File: src/rtl/alu_writeback.sv
// ALU writeback stage: buffers ALU results in a 2-entry FIFO and writes them
// to the register file through a valid/ready handshake. Signed-overflow
// results of ADD/SUB can raise a trap that blocks further accepts until
// acknowledged, while already-buffered results keep draining.
module alu_writeback #(
   parameter bit TRAP_EN = 1'b1
) (
   input  logic        clock,
   input  logic        reset,
   // ALU result side
   input  logic        in_valid,
   output logic        in_ready,
   input  logic [31:0] in_result,
   input  logic        in_overflow,
   input  logic        in_zero,
   input  logic        in_negative,
   input  logic [2:0]  in_control,
   input  logic [4:0]  in_rd,
   // Register-file write side
   output logic        wr_valid,
   input  logic        wr_ready,
   output logic [31:0] wr_data,
   output logic [4:0]  wr_num,
   // Status
   output logic [2:0]  flags,
   output logic        trap,
   output logic [4:0]  trap_rd,
   input  logic        trap_ack,
   output logic [15:0] commit_count
);

   localparam logic [2:0] OP_ADD = 3'd2;
   localparam logic [2:0] OP_SUB = 3'd3;

   typedef enum logic {
      RUN  = 1'b0,
      TRAP = 1'b1
   } state_t;

   state_t      state;
   logic [31:0] fifo_data [2];
   logic [4:0]  fifo_rd   [2];
   logic        wr_ptr;
   logic        rd_ptr;
   logic [1:0]  count;

   logic accept;
   logic is_arith;
   logic is_trap;
   logic push;
   logic pop;

   // Acceptance never looks at wr_ready, so there is no combinational path
   // from the register-file side back to the ALU side.
   assign in_ready = (count != 2'd2) && (state == RUN);
   assign accept   = in_valid && in_ready;

   // Register 0 is hard-wired, so rd==0 accepts are dropped before any trap
   // decision; only ADD/SUB overflow is meaningful.
   assign is_arith = (in_control == OP_ADD) || (in_control == OP_SUB);
   assign is_trap  = TRAP_EN && is_arith && in_overflow && (in_rd != 5'd0);
   assign push     = accept && (in_rd != 5'd0) && !is_trap;
   assign pop      = (count != 2'd0) && wr_ready;

   assign wr_valid = (count != 2'd0);
   assign wr_data  = fifo_data[rd_ptr];
   assign wr_num   = fifo_rd[rd_ptr];
   assign trap     = (state == TRAP);

   // FIFO storage: write the accepted entry at the tail.
   // NOTE: storage is deliberately not reset; emptiness is defined by count,
   // so stale contents are never presented as valid.
   always_ff @(posedge clock) begin
      if (push) begin
         fifo_data[wr_ptr] <= in_result;
         fifo_rd[wr_ptr]   <= in_rd;
      end
   end

   // FIFO pointers, occupancy and completed-write counter.
   // NOTE: non-blocking assignments keep every register sampling pre-edge
   // values, so push and pop in the same cycle see a consistent count.
   always_ff @(posedge clock or posedge reset) begin
      if (reset) begin
         wr_ptr       <= 1'b0;
         rd_ptr       <= 1'b0;
         count        <= 2'd0;
         commit_count <= 16'd0;
      end else begin
         if (push) wr_ptr <= ~wr_ptr;
         if (pop) begin
            rd_ptr       <= ~rd_ptr;
            commit_count <= commit_count + 16'd1;
         end
         case ({push, pop})
            2'b10:   count <= count + 2'd1;
            2'b01:   count <= count - 2'd1;
            default: count <= count;
         endcase
      end
   end

   // RUN/TRAP state machine with registered flags and trap register number.
   always_ff @(posedge clock or posedge reset) begin
      if (reset) begin
         state   <= RUN;
         flags   <= 3'b000;
         trap_rd <= 5'd0;
      end else begin
         if (accept) flags <= {in_overflow, in_negative, in_zero};
         case (state)
            RUN: begin
               if (accept && is_trap) begin
                  state   <= TRAP;
                  trap_rd <= in_rd;
               end
            end
            TRAP: begin
               if (trap_ack) state <= RUN;
            end
            default: state <= RUN;
         endcase
      end
   end

endmodule

File: config.mk
export PLATFORM = sky130hd
export DESIGN_NAME = alu_writeback
export DESIGN_NICKNAME = d
export VERILOG_FILES = /design/src/rtl/alu_writeback.sv
export SDC_FILE = /design/constraint.sdc
export NUM_CORES = 1
export LEC_CHECK = 0
export CAP_MARGIN = 0
export CORE_ASPECT_RATIO = 1.2
export CORE_MARGIN = 2
export CORE_UTILIZATION = 44
export CTS_BUF_LIST = sky130_fd_sc_hd__clkbuf_4 sky130_fd_sc_hd__clkbuf_8
export DETAILED_ROUTE_END_ITERATION = 6
export GPL_ROUTABILITY_DRIVEN = 0
export PLACE_DENSITY = 0.78
export REMOVE_ABC_BUFFERS = 1
export SLEW_MARGIN = 20
export SYNTH_ARGS = -nofsm -noshare
export SYNTH_HDL_FRONTEND = slang
export SYNTH_SLANG_ARGS = --single-unit
File: constraint.sdc
create_clock -name clock -period 3.2 [get_ports clock]
set_input_delay 0.64 -clock clock [delete_from_list [all_inputs] [get_ports clock]]
set_output_delay 0.64 -clock clock [all_outputs]
set_load 0.01 [all_outputs]
==> metrics.txt <==
outcome=finished clean; die area=9720 um^2; highest net fanout along the worst path=37; initial core utilization=0.457; Global Route met1 Usage=0.183; source-to-sink clock delay at the later pin of the worst-skew pair=0.36 ns; most common cell after layout, fill and taps aside=sky130_fd_sc_hd__clkdlybuf4s50_1; Max-Cap Viols=0; I/O Pins=112; number of nets in the final layout=391; highest clock rate=0.366 GHz; fin util=0.630; met2 routing resource usage after global routing=0.272; number of remaining DRC errors=0; TritonCTS clock tree=done; number of standard-cell rows in the floorplan=37; worst ir drop on vdd=0.367 mV; clock input transition at the sequential cells of the worst setup and hold paths=0.09 ns; maximum level of the CTS H-tree=3; area of the core=8610 um^2; average instance area after synthesis=17.8 um^2; unrepaired setup endpoints after global routing=false; overall power=0.00429 W; Pre-Repair DR Iteration Count=4; Slew Viols, Final=0; drt first-iter violations=80; via count of the first global-routing pass=2,389; endpoints failing hold=0; crit path launch type=register; proportion of layout cells with a drive suffix above 1=0.203; CTS Buf Count=9; area growth from synthesis to layout=37.8%; sinks on the clock net=103; Slew Limit Headroom=0.602; fin cells=462; power density of the placed cells=791 nW/um^2; leakage dissipation=2.00 nW; number of diodes=0; Synth Instances=221; vertical die dimension=108 um; All-Layer GR Usage=0.159; Crit Path Category=reg -> out; Netlist Area Pre-Place=3930 um^2; final critical-path required period=2.73 ns; antenna-violating nets left=0; worst hold path class=reg -> reg; routed len/inst=16.1 um; count of input and output buffers=110; Via density=4.91; routed wire length=7.45 mm; sequential area share after synthesis=0.749; worst clock skew=0.00579 ns; most frequent cells in the layout=sky130_fd_sc_hd__clkdlybuf4s50_1 (110), sky130_fd_sc_hd__edfxtp_1 (74), sky130_fd_sc_hd__mux2_2 (45), sky130_fd_sc_hd__dfrtp_1 (29), sky130_fd_sc_hd__xnor2_1 (12); arrival time reported for the critical path endpoint=2.09 ns; library cell used as clock root buffer=sky130_fd_sc_hd__clkbuf_8; global route hottest layer=met2; dominant cells by area after synthesis=sky130_fd_sc_hd__edfxtp_1 (56%), sky130_fd_sc_hd__dfrtp_1 (18%), sky130_fd_sc_hd__mux2_2 (13%); met3 demand-to-capacity share in global routing=0.0406; share of the synthesized area in the top cell type=0.565; post-synthesis sequential element count=103; count of different cell masters after synthesis=27; layout filler cell count=658; HPWL reported at the end of detailed placement=5.12 mm; most area-hungry cell type in the Yosys netlist=sky130_fd_sc_hd__edfxtp_1; total via count in the routed design=2,268; chip width=90.3 um; portion of the clock cycle consumed by the worst path in the final layout=0.853; worst-case clock buffer depth=2; number of antenna violations at the first check in global routing=0; slew at the pin with the worst max-slew slack=0.592 ns; Synth Warn #=0; total instance count after detailed placement=447; wire length of the first global-routing pass=11.6 mm; critical path data required time=2.56 ns; Post-CTS Hold Fix Bufs=0; Worst Hold Margin=0.485 ns; total of endpoints with negative setup slack in the final report=0; cts repair resizes=0; total setup buffers inserted after CTS=0; critical path endpoint category=primary output; GRT overflow=0; pin count of the biggest net entering global routing=38
==> flip-flops by register name, indices dropped and copies added, names as in the netlist <==
register,count
trap,1
flags,3
fifo_rd,10
rd_ptr,1
wr_ptr,1
trap_rd,5
commit_count,16
count,2
fifo_data,64
==> per-stage QoR <==
step	worst slack (ns)	TNS (ns)	area (um^2)
2_1_floorplan	-0.203	-14.99	3910
3_3_place_gp	0.325	0	5230
3_5_place_dp	0.234	0	5230
4_1_cts	0.422	0	5420
5_1_grt	0.352	0	5420
6_report	0.471	0	5420
==> cell families (layout without fill, tap and decap cells) <==
kind of cell / after synthesis / in the layout / share of synthesized area
flip-flops: 103 / 103 / 0.749
AND/OR/NAND/NOR: 34 / 34 / 0.0477
XOR/XNOR: 20 / 20 / 0.0464
buffers and inverters: 12 / 136 / 0.0124
adder cells (fa/ha/maj): 2 / 2 / 0.00636
multiplexers: 45 / 45 / 0.129
AO/OA/AOI/OAI: 5 / 5 / 0.00890
==> cells in the mapped netlist (all sizes together) <==
| library cell | number |
|---|---|
| or2 | 2 |
| a211o | 1 |
| o21ai | 1 |
| edfxtp | 74 |
| or3 | 1 |
| nand3 | 6 |
| mux2 | 45 |
| o2111ai | 1 |
| or4 | 1 |
| and3b | 1 |
| buf | 3 |
| ha | 2 |
| nor2 | 7 |
| inv | 7 |
| nor3b | 1 |
| nor3 | 1 |
| nand4 | 3 |
| a21oi | 1 |
| nor4 | 2 |
| xnor2 | 13 |
| clkbuf | 2 |
| xor2 | 7 |
| a21o | 1 |
| and3 | 3 |
| dfrtp | 29 |
| nand2 | 6 |
==> final timing paths <==
check / to / slack, ns / start / cells after the start
max in group asynchronous: commit_count[2] / 2.29 / reset / 3
worst max register to register: count[1] / 1.01 / count[0] / 7
min in group asynchronous: flags[1] / 0.63 / reset / 3
worst max-delay path: wr_num[0] / 0.47 / rd_ptr / 3
worst min-delay path: rd_ptr / 0.48 / rd_ptr / 1
worst min register to register: rd_ptr / 0.48 / rd_ptr / 1
==> report_power, final <==
part	internal [W]	leakage, nW	switching, W
Sequential	0.00176	1.05	0.000161
Clock	0.000362	0.0883	0.000430
Combinational	0.000920	0.860	0.000653
==> critical path, stage by stage, from the launching register on <==
cell and delay (ns):
sky130_fd_sc_hd__dfrtp_1 0.38, sky130_fd_sc_hd__buf_4 0.44, sky130_fd_sc_hd__mux2_2 0.39, sky130_fd_sc_hd__clkdlybuf4s50_1 0.51
==> layout make-up <==
cell class              instances  area [um^2]  area share
well taps                     117          146      0.0270
flip-flops and latches        103         2950       0.544
clock buffers                   9          124      0.0228
inverters                       7         26.3     0.00485
repair buffers                114         1160       0.213
clock inverters                 6         70.1      0.0129
multi-input cells             106          952       0.176
==> routing by layer <==
layer  share of wire  vias to the layer above
li1                -                     1057
met1            0.41                     1115
met2            0.51                       84
met3           0.061                       12
met4           0.022                        0
met5               0                        -
Power figures use the tool's default switching activity.
==> edit 1, RTL diff (same settings) <==
Change the parameter `TRAP_EN` from 1'b1 to 1'b0.
--- a/src/rtl/alu_writeback.sv
+++ b/src/rtl/alu_writeback.sv
@@ -3,7 +3,7 @@
 // results of ADD/SUB can raise a trap that blocks further accepts until
 // acknowledged, while already-buffered results keep draining.
 module alu_writeback #(
-   parameter bit TRAP_EN = 1'b1
+   parameter bit TRAP_EN = 1'b0
 ) (
    input  logic        clock,
    input  logic        reset,
Check against the original RTL: not equivalent (a bounded check fails within 4 cycles, from zero or initial values and one cycle with reset high).
==> edit 1 against the original RTL <==
  * Synthesized area is 4.0% lower
  * Wire length is 10% lower
  * Worst setup slack worse by 0.15 ns
  * First-iteration DRC count is 31% lower
  * Design area is 4.9% lower
  * Synthesized cell count is 3.6% lower
  * Global-route usage is 1.3 points lower
  * Sequential cell count is 5 lower
  * Final cell count is 3.2% lower
  * Sequential share of layout area is 0.42 points higher
  * Count of clock-buffer cells in the layout is 4 higher
  * Power is 3.9% lower
  * Critical path type unchanged
  * Critical endpoint is now wr_data[2]
  * Largest cell class unchanged
==> edit 1: results <==
export IMPL_run_status="finished, final reports clean"
export IMPL_wirelength_um=6700
export IMPL_worst_setup_hold_path_clk_slew_ns=0.08
export IMPL_post_place_cells=431
export IMPL_ys_top_cells_by_count="edfxtp_1 (74), mux2_2 (40), dfrtp_1 (24)"
export IMPL_cts_resized=0
export IMPL_floorplan_core_area_mm2=0.00847
export IMPL_maxSlewHeadroom_pct=29.4
export IMPL_avgRoutedWirePerCell_um=15.0
export IMPL_power_static_leakage_nw=1.87
export IMPL_yosysWarnings=0
export IMPL_critical_path_max_fanout=25
export IMPL_place_detailed_hpwl_um=4520
export IMPL_syn_avg_cell_area_um2=17.7
export IMPL_skew_ns=0.00602
export IMPL_fill_cells=638
export IMPL_worst_r2r_path_depth=5
export IMPL_drive_gt1_share_pct=20.3
export IMPL_num_antenna_cells=0
export IMPL_route_detailed_vias_per_inst=4.76
export IMPL_grt_pass1_vias=2173
export IMPL_worst_ir_drop_vdd_v=0.000465
export IMPL_yosys_cell_types_count=29
export IMPL_final_net_count=375
export IMPL_buffer_ports_inserted=103
export IMPL_drt_first_iter_violations=55
export IMPL_synth_area_top_cells="edfxtp_1 (59%), dfrtp_1 (16%), mux2_2 (12%)"
export IMPL_placed_area_mm2=0.00496
export IMPL_cts_inserted_buffers=9
export IMPL_cts_max_path_buffers=2
export IMPL_cts_htree_levels=3
export IMPL_post_cts_buffers=0
export IMPL_timing_critical_path_arrival_ns=2.24
export IMPL_synth_async_reset_ratio_pct=24.5
export IMPL_biggestRegsByFlops="fifo_data: 64 flops, commit_count: 16 flops, fifo_rd: 10 flops"
export IMPL_grt_pass1_wl_um=10200
export IMPL_total_routing_usage_reported_by_global_routing_pct=14.6
export IMPL_synth_seq_area_share_pct=74.8
edit 1: final cells by class:
class	count	area (um2)	share of cell area (%)
Timing Repair Buffer	107	1060	20.6
Clock buffer	13	160	3.11
Sequential cell	98	2820	54.8
Multi-Input combinational cell	103	902	17.5
Clock inverter	3	38.8	0.752
Inverter	6	22.5	0.437
Tap cell	117	146	2.84
edit 1: stage by stage:
step                      setup slack (ns)  hold slack, ns  power, W
after CTS                            0.245           0.485   0.00419
after floorplan                    -0.0930           0.468   0.00259
after detailed placement             0.226           0.462   0.00338
after global placement               0.267           0.465   0.00335
after global routing                 0.206           0.509   0.00434
final                                0.323           0.485   0.00412
edit 1: final timing paths:
check / start / to / slack, ns
worst min register to register: commit_count[15] / commit_count[15] / 0.49
max in group asynchronous: reset / rd_ptr / 1.81
worst max-delay path: rd_ptr / wr_data[2] / 0.32
worst min-delay path: commit_count[15] / commit_count[15] / 0.49
min in group asynchronous: reset / wr_ptr / 0.78
worst max register to register: count[0] / fifo_data[1][26] / 0.83
edit 1: critical path: stages (launching register included):
cell and delay, ns:
dfrtp_2 0.76, buf_4 0.28, mux2_2 0.35, clkdlybuf4s50_1 0.49
edit 1: cells by family after synthesis:
logic type                 synth area share, %
adders and majority gates                0.663
AOI/OAI and AO/OA                         1.19
other                                   0.0993
DFF                                       74.8
xor gates and xnor gates                  4.84
muxes                                     11.9
buffers and inverters                     2.12
and+or+nand+nor                           4.38
edit 1: routing by layer:
layer | wire, um | up-vias | track usage (%)
li1 | - | 1002 | -
met4 | 128 | 0 | 7.79
met3 | 464 | 9 | 4.23
met5 | 0 | - | 0
met2 | 3230 | 77 | 23.8
met1 | 2880 | 1041 | 17.2
edit 1: report_power, final:
part           total [W]  switching [W]  internal [W]
clock           0.000795       0.000389      0.000406
sequential       0.00191       0.000209       0.00170
combinational    0.00142       0.000569      0.000846
==> edit 2, RTL diff (same flow settings) <==
Made on the original files. Reset style: synchronous (`reset`), changed in 2 clocked blocks.
--- a/src/rtl/alu_writeback.sv
+++ b/src/rtl/alu_writeback.sv
@@ -80,7 +80,7 @@
    // FIFO pointers, occupancy and completed-write counter.
    // NOTE: non-blocking assignments keep every register sampling pre-edge
    // values, so push and pop in the same cycle see a consistent count.
-   always_ff @(posedge clock or posedge reset) begin
+   always_ff @(posedge clock) begin
       if (reset) begin
          wr_ptr       <= 1'b0;
          rd_ptr       <= 1'b0;
@@ -101,7 +101,7 @@
    end
 
    // RUN/TRAP state machine with registered flags and trap register number.
-   always_ff @(posedge clock or posedge reset) begin
+   always_ff @(posedge clock) begin
       if (reset) begin
          state   <= RUN;
          flags   <= 3'b000;
Formal check against the unedited RTL: differs if reset is asserted again (counterexample within 4 cycles, from zero or initial values and one cycle with reset high); with reset held inactive, the same outputs for 4 cycles.
==> edit 2 against the original RTL <==
  * Wire length hardly changed
  * Global-route usage is 0.80 points lower
  * Worst setup slack better by 0.095 ns
  * Sequential cell count is 1 higher
  * Power is 17% lower
  * Synthesized area is 4.0% higher
  * Maximum frequency is 3.6% higher
  * Design area is 3.2% higher
  * Clock power is 8.0% higher
  * Critical path type unchanged
==> edit 2: results <==
export IMPL_worst_r2r_path_depth=6
export IMPL_drt_first_iter_violations=85
export IMPL_detailedRoute_firstPassIterationCount=4
export IMPL_final_net_count=434
export IMPL_hp_class="reg2reg"
export IMPL_cts_resized=0
export IMPL_post_cts_buffers=0
export IMPL_timing_critical_path_arrival_ns=1.99
export IMPL_drive_gt1_share_pct=18.8
export IMPL_cts_max_path_buffers=2
export IMPL_num_antenna_cells=0
export IMPL_hp_start="trap_rd[1]"
export IMPL_timing_critical_path_max_delay_family="buffers and inverters"
export IMPL_cts_root_buffer="clkbuf_8"
export IMPL_synth_async_reset_ratio_pct=0
export IMPL_worst_setup_hold_path_clk_slew_ns=0.09
export IMPL_timing_rr_end="count[1]"
export IMPL_yosys_cell_types_count=39
export IMPL_buffer_ports_inserted=110
export IMPL_worst_ir_drop_vdd_v=0.000326
export IMPL_grt_pass1_vias=2462
export IMPL_synth_main_ff_cell="edfxtp_1"
export IMPL_biggestRegsByFlops="fifo_data: 64 flops, commit_count: 16 flops, fifo_rd: 10 flops"
export IMPL_synth_area_top_cells="edfxtp_1 (54%), dfxtp_1 (15%), mux2_2 (10%)"
export IMPL_number_of_enable_type_register_cells_in_the_synthesized_netlist=74
export IMPL_cts_htree_levels=3
export IMPL_total_routing_usage_reported_by_global_routing_pct=15.1
export IMPL_cts_inserted_buffers=9
export IMPL_run_status="finished, final reports clean"
export IMPL_clock_latency_ns=0.35
export IMPL_timing_worst_slew_pin_value_ns=0.491
export IMPL_grt_pass1_wl_um=11700
export IMPL_worst_r2r_setup_slack_ns=1.29
export IMPL_avgRoutedWirePerCell_um=14.6
export IMPL_synth_seq_area_share_pct=69.0
export IMPL_critical_path_max_stage_delay_ns=0.50
export IMPL_critical_path_reg2reg_startpoint="count[0]"
export IMPL_place_detailed_hpwl_um=4990
export IMPL_ys_top_cells_by_count="edfxtp_1 (74), mux2_2 (38), dfxtp_1 (30)"
export IMPL_largest_net_degree_at_the_start_of_global_routing=40
export IMPL_yosysWarnings=0
export IMPL_critical_path_max_fanout=37
export IMPL_critical_path_slowest_cell="clkdlybuf4s50_1"
export IMPL_placed_area_mm2=0.00538
export IMPL_startpoint_type_of_the_worst_setup_path="flip-flop"
export IMPL_route_detailed_vias_per_inst=4.85
export IMPL_antenna_found_initial=0
export IMPL_skew_ns=0.00810
export IMPL_worst_setup_path_endpoint="wr_data[20]"
export IMPL_power_static_leakage_nw=1.93
## edit 2: cell types whose count changed in the layout (fill, tap and decap cells not counted), moves of 3 or more
| cell | unedited run | this run |
|---|---|---|
| nor3_1 | 1 | 6 |
| a21oi_1 | 1 | 5 |
| mux2_2 | 45 | 38 |
| inv_1 | 7 | 4 |
| mux2i_1 | 0 | 7 |
| nor2_1 | 5 | 26 |
| xor2_1 | 7 | 4 |
| dfrtp_1 | 29 | 0 |
| nand2b_1 | 0 | 13 |
| dfxtp_1 | 0 | 29 |
## edit 2: where the power goes
group / switching, W / internal [W] / leakage, nW
sequential: 0.0000601 / 0.00162 / 0.931
clock: 0.000410 / 0.000445 / 0.103
combinational: 0.000443 / 0.000595 / 0.892
total: 0.000913 / 0.00266 / 1.93
## edit 2: logic make-up after synthesis
group / count (synthesis) / share of synthesized area [%]
xor+xnor: 15 / 3.21
buf+inv: 14 / 1.47
compound gates: 12 / 1.99
fa+ha+maj: 2 / 0.612
simple gates: 76 / 11.2
flops: 104 / 69.0
mux: 46 / 12.5
## edit 2: metal layers
metal	routed length, um	global-route usage [%]
met2	3600	25.3
met3	483	3.70
met5	0	0
met1	3260	19.0
met4	99	6.08
## edit 2: area by class of cell
type                            instances  area (um2)
Timing Repair Buffer                  114        1170
Tap cell                              120         150
Fill cell                             702        3440
Inverter                                4        15.0
Clock buffer                           10         131
Sequential cell                       104        2820
Multi-Input combinational cell        151        1220
Clock inverter                          6        83.8
## edit 2: worst reg2reg max path, stage by stage (launching register included)
cell     delay (ns)
dfxtp_1        0.50
nor2b_2        0.12
nor3_1         0.18
nand2_1        0.19
ha_1           0.38
or3_1          0.35
a21oi_1        0.13
## edit 2: worst min path at each step
stage                 endpoint  depth (start not counted)  slack, ns
floorplan            flip-flop                          2       0.48
detailed placement  trap_rd[1]                          2       0.47
finish              trap_rd[1]                          2       0.49
CTS                 trap_rd[2]                          2       0.49
global route        trap_rd[1]                          2       0.51
global placement    trap_rd[1]                          2       0.46
## edit 2: stage by stage
stage	setup slack, ns	instances
after floorplan	0.0624	259
after global placement	0.581	493
after detailed placement	0.563	493
after CTS	0.500	509
after global routing	0.465	509
final	0.566	509
